**config.mk**
```make
export PLATFORM = sky130hd
export DESIGN_NAME = uart_alu_ctrl
export DESIGN_NICKNAME = d
export VERILOG_FILES = /design/src/rtl/uart_pkg.sv /design/src/rtl/uart_timeout_cnt.sv /design/src/rtl/uart_alu_ctrl.sv
export SDC_FILE = /design/constraint.sdc
export NUM_CORES = 1
export LEC_CHECK = 0
export BUFFER_PORTS_ARGS = -buffer_cell sky130_fd_sc_hd__buf_2
export CORE_ASPECT_RATIO = 0.7
export CORE_UTILIZATION = 45
export DETAILED_ROUTE_END_ITERATION = 16
export PLACE_DENSITY_LB_ADDON = 0.25
export SYNTH_ARGS = -nofsm -noshare
export SYNTH_HDL_FRONTEND = slang
export SYNTH_HIERARCHICAL = 1
export SYNTH_SLANG_ARGS = --single-unit
```
**constraint.sdc**
```tcl
create_clock -name clk -period 4.17 [get_ports clk]
set_clock_uncertainty 0.2 [all_clocks]
set_input_delay 0.417 -clock clk [delete_from_list [all_inputs] [get_ports clk]]
set_output_delay 0.417 -clock clk [all_outputs]
set_load 0.05 [all_outputs]
```
**src/rtl/uart_pkg.sv**
```systemverilog
// Shared definitions for the UART/ALU frame path: default widths, ALU opcodes,
// error codes, sequencer states and small helper functions.
package uart_pkg;

    localparam int unsigned NB_DATA_DEF       = 8;
    localparam int unsigned NB_OP_DEF         = 6;
    localparam int unsigned TIMEOUT_TICKS_DEF = 2048;

    localparam logic [NB_OP_DEF-1:0] OP_ADD = 6'b100000;
    localparam logic [NB_OP_DEF-1:0] OP_SUB = 6'b100010;
    localparam logic [NB_OP_DEF-1:0] OP_AND = 6'b100100;
    localparam logic [NB_OP_DEF-1:0] OP_OR  = 6'b100101;
    localparam logic [NB_OP_DEF-1:0] OP_XOR = 6'b100110;
    localparam logic [NB_OP_DEF-1:0] OP_NOR = 6'b100111;
    localparam logic [NB_OP_DEF-1:0] OP_SRA = 6'b000011;
    localparam logic [NB_OP_DEF-1:0] OP_SRL = 6'b000010;

    localparam logic [1:0] ERR_NONE    = 2'd0;
    localparam logic [1:0] ERR_TIMEOUT = 2'd1;
    localparam logic [1:0] ERR_BAD_OP  = 2'd2;
    localparam logic [1:0] ERR_OVERRUN = 2'd3;

    // One-hot sequencer states.
    typedef enum logic [5:0] {
        ST_GET_A   = 6'b000001,
        ST_GET_B   = 6'b000010,
        ST_GET_OP  = 6'b000100,
        ST_EXEC    = 6'b001000,
        ST_SEND    = 6'b010000,
        ST_WAIT_TX = 6'b100000
    } state_e;

    function automatic int unsigned clog2(input int unsigned value);
        int unsigned v;
        int unsigned r;
        v = (value > 0) ? value - 1 : 0;
        r = 0;
        while (v > 0) begin
            r = r + 1;
            v = v >> 1;
        end
        return r;
    endfunction

    function automatic logic op_valid(input logic [NB_OP_DEF-1:0] op);
        case (op)
            OP_ADD, OP_SUB, OP_AND, OP_OR,
            OP_XOR, OP_NOR, OP_SRA, OP_SRL: return 1'b1;
            default:                        return 1'b0;
        endcase
    endfunction

endpackage

```
**src/rtl/uart_timeout_cnt.sv**
```systemverilog
// Saturating tick watchdog: counts i_tick while enabled and flags the tick that
// would exceed TICKS-1. A clear in the same cycle suppresses the expiry.
module uart_timeout_cnt
    import uart_pkg::*;
#(
    parameter int unsigned TICKS = TIMEOUT_TICKS_DEF
) (
    input  logic clk,
    input  logic i_rst_n,
    input  logic i_clr,
    input  logic i_en,
    input  logic i_tick,
    output logic o_expire_c
);

    localparam int unsigned   CW   = (clog2(TICKS) > 0) ? clog2(TICKS) : 1;
    localparam logic [CW-1:0] LAST = CW'(TICKS - 1);

    logic [CW-1:0] cnt_q;
    logic [CW-1:0] cnt_d;
    logic          at_last;

    assign at_last = (cnt_q == LAST);

    always_comb begin
        cnt_d = cnt_q;
        if (i_clr || !i_en) begin
            cnt_d = '0;
        end else if (i_tick && !at_last) begin
            cnt_d = cnt_q + CW'(1);
        end
    end

    always_ff @(posedge clk or negedge i_rst_n) begin
        if (!i_rst_n) begin
            cnt_q <= '0;
        end else begin
            cnt_q <= cnt_d;
        end
    end

    assign o_expire_c = i_en & i_tick & ~i_clr & at_last;

endmodule

```
**src/rtl/uart_alu_ctrl.sv**
```systemverilog
// Frame sequencer: gathers operand A, operand B and opcode from the UART RX,
// drives the ALU, and hands the result to the UART TX with error supervision.
module uart_alu_ctrl
    import uart_pkg::*;
#(
    parameter int unsigned NB_DATA       = NB_DATA_DEF,
    parameter int unsigned NB_OP         = NB_OP_DEF,
    parameter int unsigned TIMEOUT_TICKS = TIMEOUT_TICKS_DEF
) (
    input  logic               clk,
    input  logic               i_rst_n,
    input  logic               i_tick,
    input  logic               i_rx_done,
    input  logic [NB_DATA-1:0] i_rx_data,
    input  logic [NB_DATA-1:0] i_alu_result,
    input  logic               i_tx_done,
    output logic [NB_DATA-1:0] o_data_a,
    output logic [NB_DATA-1:0] o_data_b,
    output logic [NB_OP-1:0]   o_op,
    output logic               o_tx_start,
    output logic [NB_DATA-1:0] o_tx_data,
    output logic               o_busy,
    output logic               o_err,
    output logic [1:0]         o_err_code
);

    state_e     state_q;
    logic       tmo_en;
    logic       tmo_expire_c;
    logic       op_ok;
    logic       in_tx_phase;

    assign tmo_en      = (state_q == ST_GET_B) || (state_q == ST_GET_OP);
    assign op_ok       = op_valid(NB_OP_DEF'(i_rx_data[NB_OP-1:0]));
    assign in_tx_phase = (state_q == ST_EXEC) || (state_q == ST_SEND) || (state_q == ST_WAIT_TX);

    uart_timeout_cnt #(
        .TICKS (TIMEOUT_TICKS)
    ) u_timeout (
        .clk        (clk),
        .i_rst_n    (i_rst_n),
        .i_clr      (i_rx_done),
        .i_en       (tmo_en),
        .i_tick     (i_tick),
        .o_expire_c (tmo_expire_c)
    );

    always_ff @(posedge clk or negedge i_rst_n) begin
        if (!i_rst_n) begin
            state_q    <= ST_GET_A;
            o_data_a   <= '0;
            o_data_b   <= '0;
            o_op       <= '0;
            o_tx_start <= 1'b0;
            o_tx_data  <= '0;
            o_busy     <= 1'b0;
            o_err      <= 1'b0;
            o_err_code <= ERR_NONE;
        end else begin
            o_tx_start <= 1'b0;
            o_err      <= 1'b0;
            case (state_q)
                ST_GET_A: begin
                    if (i_rx_done) begin
                        o_data_a <= i_rx_data;
                        o_busy   <= 1'b1;
                        state_q  <= ST_GET_B;
                    end
                end
                ST_GET_B: begin
                    if (i_rx_done) begin
                        o_data_b <= i_rx_data;
                        state_q  <= ST_GET_OP;
                    end else if (tmo_expire_c) begin
                        o_err      <= 1'b1;
                        o_err_code <= ERR_TIMEOUT;
                        o_busy     <= 1'b0;
                        state_q    <= ST_GET_A;
                    end
                end
                ST_GET_OP: begin
                    if (i_rx_done) begin
                        o_op <= i_rx_data[NB_OP-1:0];
                        if (op_ok) begin
                            state_q <= ST_EXEC;
                        end else begin
                            o_err      <= 1'b1;
                            o_err_code <= ERR_BAD_OP;
                            o_busy     <= 1'b0;
                            state_q    <= ST_GET_A;
                        end
                    end else if (tmo_expire_c) begin
                        o_err      <= 1'b1;
                        o_err_code <= ERR_TIMEOUT;
                        o_busy     <= 1'b0;
                        state_q    <= ST_GET_A;
                    end
                end
                // Operands were registered last cycle, so the ALU output is settled here.
                ST_EXEC: begin
                    o_tx_data  <= i_alu_result;
                    o_tx_start <= 1'b1;
                    state_q    <= ST_SEND;
                end
                ST_SEND: begin
                    state_q <= ST_WAIT_TX;
                end
                ST_WAIT_TX: begin
                    if (i_tx_done) begin
                        o_err_code <= ERR_NONE;
                        o_busy     <= 1'b0;
                        state_q    <= ST_GET_A;
                    end
                end
                default: begin
                    o_busy  <= 1'b0;
                    state_q <= ST_GET_A;
                end
            endcase
            // Bytes arriving while a result is in flight are dropped but reported.
            if (i_rx_done && in_tx_phase) begin
                o_err      <= 1'b1;
                o_err_code <= ERR_OVERRUN;
            end
        end
    end

endmodule

```
# == Yosys cells after proc, flatten, opt, wreduce, memory -nomap -nowiden ==
# Cells that the tools add are included.
# W data, S select, Z words.
# totals
reg_bits,52
inputBits,21
word_cells,87
# op_classes
add_sub_neg,1
bitwise_logic,5
reduce_logical,18
muxes,31
n_eq_ne,22
# ops
cell,n
$eq A6 B6 Y1 const B,7
$pmux W6 S6,1
$mux W6,5
$mux W11,2
$eq A6 B2 Y1 const B,3
$mux W1,13
$mux W2,6
$add A11 B1 Y11 const B,1
$eq A11 B11 Y1 const B,1
$reduce_and A2 Y1,4
$reduce_or A8 Y1,1
$eq A6 B1 Y1 const B,1
$eq A6 B3 Y1 const B,1
$eq A6 B4 Y1 const B,1
$eq A6 B5 Y1 const B,1
$ne A2 B2 Y1 const B,3
$ne A3 B2 Y1 const B,2
$pmux W2 S3,1
$pmux W1 S5,1
$reduce_and A5 Y1,1
$logic_or A1 B1 Y1,4
$mux W4,1
$ne A4 B3 Y1 const B,1
$reduce_and A4 Y1,1
other kinds (9),14

# == Logic depth before layout (Yosys ltp) ==
# logic_depth
word_depth,9
depth_mapped,9
ltp_nobuf,7

# == Cells and area by module ==
# The synthesis kept the hierarchy.
# modules_own_cells
mod,seq_area_each_um2,n_inst,cells_each,area_per_inst_um2
uart_alu_ctrl,1027.2,1,169,1965.6
uart_timeout_cnt,275.3,1,65,648.1

# == Worst setup path after synthesis ==
# No wires, ideal clock.
# synth_path
path_type,flip-flop to flip-flop
start,register state_q[4]
end,register o_err_code[0]
synth_period_minus_slack_ns,2.713
setup_time_ns,0.073
arrival_ns,2.440
path_slack_ns,1.457
stages_incl_launch_ff,10
t_required_ns,3.897
cell_sequence,dfrtp_1 buf_4 nor3_2 nor3b_4 nand2b_1 clkbuf_1 nor4_1 o21ai_1 or3_1 a21oi_2
# synth_via
elab_chain_len,9
elab_cells_between_ends,22
# synth_rtl
item,line,rtl
start: declaration,uart_alu_ctrl.sv:27,state_e state_q;
start signal: assignment,uart_alu_ctrl.sv:50,state_q <= ST_GET_A;
start signal: assignment,uart_alu_ctrl.sv:67,state_q <= ST_GET_B;
start signal: assignment,uart_alu_ctrl.sv:73,state_q <= ST_GET_OP;
$eq A6 B2 Y1 or $eq A6 B3 Y1 (tied branches),uart_alu_ctrl.sv:33,assign tmo_en = (state_q == ST_GET_B) || (state_q == ST_GET_OP);
$logic_or A1 B1 Y1 *,uart_alu_ctrl.sv:33,
via tmo_en,uart_alu_ctrl.sv:28,logic tmo_en;
$and A1 B1 Y1 * (3 in a row),uart_timeout_cnt.sv:42,assign o_expire_c = i_en & i_tick & ~i_clr & at_last;
via tmo_expire_c,uart_alu_ctrl.sv:29,logic tmo_expire_c;
$mux W2 *,n/a,
$mux W2 (on tied branches),n/a,
$pmux W2 S3 *,uart_alu_ctrl.sv:62,case (state_q)
$mux W2 *,uart_alu_ctrl.sv:121,if (i_rx_done && in_tx_phase) begin
end signal: assignment,uart_alu_ctrl.sv:58,o_err_code <= ERR_NONE;
end signal: assignment,uart_alu_ctrl.sv:76,o_err_code <= ERR_TIMEOUT;
end signal: assignment,uart_alu_ctrl.sv:123,o_err_code <= ERR_OVERRUN;
end: declaration,uart_alu_ctrl.sv:24,output logic [1:0] o_err_code
# Mark *: on every way through the listed nets, which the timed path passes. The rest lies on a longest branch. The select of a mux whose other input is x is not followed.
# A chain may end at the register's enable or synchronous reset.

# == Worst setup path after layout ==
# Ends and elaborated chain as after synthesis.

==> flow_metrics.tcl <==
set metrics [dict create \
    status "completed" \
    cp-startpoint "state_q[4]" \
    drv_slew 0 \
    leakage_nw 1.35 \
    max-vdd-ir-drop_uv 544 \
    dr_total_vias 1917 \
    gp_congestion 0.771 \
    antenna_cells 0 \
    power.density_nw_per_um2 678 \
    slowest_delay_ps 750 \
    hpwlAfterDp_um 3770 \
    finalNonFillerCells 360 \
    fin_nets 309 \
    synth_area_per_cell_um2 11.2 \
    synth_seq_area_share 0.498 \
    postCtsSetupBuffers 0 \
    cts_tree "done" \
    synth_edf_count 0 \
    std_cell_rows 22 \
    start_util 0.482 \
    relSlewSlack 0.481 \
    cap_violations 0 \
    start_kind "flip-flop" \
    detail-route-antenna-nets 0 \
    synth_nets 256 \
    post-route-util 0.554 \
    critPathArrivalTime_ps 3110 \
    post_cts_resized 0 \
    final.min_clock_period_ps 3070 \
    rsz0062_at_grt "false" \
    drive_gt1_frac 0.372 \
    clk_latency_ps 310 \
    hp-class "in -> async" \
    max-clock-path-buffers 2 \
    die_area_um2 6120 \
    nFillCells 490 \
    worstPathRequired_ps 4210 \
    path_cells "nor3_2, nor3b_4, nand2b_1, nor4_1, o21ai_1, or3_1, a21oi_2" \
    whs_ps 14.9 \
    setup_viol 0 \
    cts-root-buf "clkbuf_8" \
    synth_ff_type "dfrtp_1" \
    drt_wl_total_um 5290 \
    clkSlewWorstSetupHoldPaths_ps 100 \
    crit_path_end_kind "flip-flop" \
    die_h_um 65.8 \
    grt_pass1_vias 1826 \
    grt_max_degree 53 \
    io_pins 56 \
    timing.final.crit_share 0.736 \
    portBuffers 55 \
    core-area_um2 5420 \
    vias_per_cell 5.33 \
    tns_ps 0 \
    dr.pass1.iters 4 \
    htreeDepth 2 \
    synth-seq-cells 52 \
    post-route-drc-count 0 \
    max_freq_mhz 326 \
    synthArstFlopShare 1.00 \
    die-width_um 93.1 \
    hold_viol 0 \
    grt_pass1_wl_um 8990 \
    drt-initial-drc-count 84 \
    synth.distinct_cells 56 \
    slowest_stage "nor4_1" \
    synth_warnings 6 \
    wl_per_cell_um 14.7 \
    synthCells 234 \
    tightest_slew_ps 772 \
    cts_buffers 5 \
    gr-total-overflow 0 \
    antenna_found_initial 0 \
    cts_sinks 52 \
    hold_buffers 0 \
    dp.cells 352 \
    crit_fanout 11 \
    synth_area_um2 2610 \
    area_delta_synth_final_pct 14.8 \
    rr_startpoint "state_q[4]" \
    grt_util_all_layers 0.191 \
    worstSetupPathType "reg -> reg" \
    total_power_w 0.00203 \
]
routing by layer:
layer  vias to the layer above  part of all wire  GRT usage
met1                       925              0.51      0.279
met5                         -                 0          0
li1                        931                 -          -
met4                         0            0.0036     0.0577
met3                         3             0.067     0.0648
met2                        58              0.42      0.263
layout make-up:
type                    instances  area [um^2]  area share
repair buffers                 56          283      0.0942
well taps                      72         90.1      0.0300
inverters                       6         22.5     0.00750
clock buffers                   6         72.6      0.0242
multi-input cells             166         1210       0.405
clock inverters                 2         16.3     0.00542
flip-flops and latches         52         1300       0.434
critical path: cells and delay by family (launching register included):
family          cells  cell delay [ps]
flops               1              540
simple gates        5             2020
compound gates      2              250
state kept, by name (all words and copies together) (netlist names):
signal and count:
state_q 6, o_data_b 8, o_tx_data 8, u_timeout/cnt_q 11
o_err 1, o_data_a 8, o_op 6, o_busy 1
o_tx_start 1, o_err_code 2
metrics by stage:
stage	setup WS (ps)	area (um^2)
finish	1100	3000
global route	867	3000
CTS	1100	3000
detailed placement	1120	2910
global placement	1210	2910
floorplan	1460	2610
logic make-up after synthesis:
logic type / count (synthesis) / share of synthesized area
buffers and inverters: 16 / 0.0369
xor gates and xnor gates: 5 / 0.0168
AOI/OAI and AO/OA: 37 / 0.101
adders and majority gates: 1 / 0.00479
DFF: 52 / 0.498
muxes: 25 / 0.106
and+or+nand+nor: 98 / 0.236
cell usage in the layout (no fill, tap or decap), drive strengths merged, types with 3 or more instances in the layout:
| cell | Yosys | routed |
|---|---|---|
| a21oi | 9 | 9 |
| nor2b | 6 | 6 |
| dfrtp | 51 | 51 |
| nor4 | 3 | 3 |
| nand4 | 3 | 3 |
| mux2i | 3 | 3 |
| nand2 | 33 | 33 |
| nand3 | 8 | 8 |
| o21ai | 10 | 10 |
| nor3 | 8 | 8 |
| nand2b | 6 | 6 |
| nor2 | 18 | 18 |
| xnor2 | 3 | 3 |
| inv | 5 | 5 |
| buf | 8 | 56 |
| mux2 | 22 | 22 |
| a31oi | 5 | 5 |
| clkbuf | 2 | 6 |
where the power goes:
group | switching, W | internal (W) | total (W)
Clock | 0.000172 | 0.000120 | 0.000292
Combinational | 0.000689 | 0.000296 | 0.000985
Sequential | 0.000107 | 0.000650 | 0.000758
Total | 0.000969 | 0.00107 | 0.00203
Yosys cell counts (all sizes together) (2+ instances only):
master,instances,area share
o31a,2,0.0067
o21ai,10,0.019
o41ai,2,0.014
nor2,18,0.029
xor2,2,0.0067
nor4,3,0.013
mux2,22,0.095
nand2b,6,0.021
a31oi,5,0.012
or4,2,0.0086
nand3,8,0.027
buf,8,0.025
nand4,3,0.0096
nand2,33,0.047
o31ai,2,0.0057
mux2i,3,0.011
inv,5,0.0072
and2,2,0.0048
xnor2,3,0.010
a21oi,9,0.019
nor2b,6,0.014
nor4b,2,0.012
dfrtp,51,0.49
nor3,8,0.019
clkbuf,2,0.0029
final timing paths:
check                                     end  slack [ps]  cells past startpoint
max in group asynchronous  u_timeout/cnt_q[2]        3310                      2
max                             o_err_code[0]        1100                      7
max reg2reg                     o_err_code[0]        1100                      7
min reg2reg                      o_tx_data[1]         280                      2
min in group clk                 o_tx_data[1]          90                      3
min                             o_err_code[1]          10                      2
Note: power is estimated with default switching activity, not from simulation.
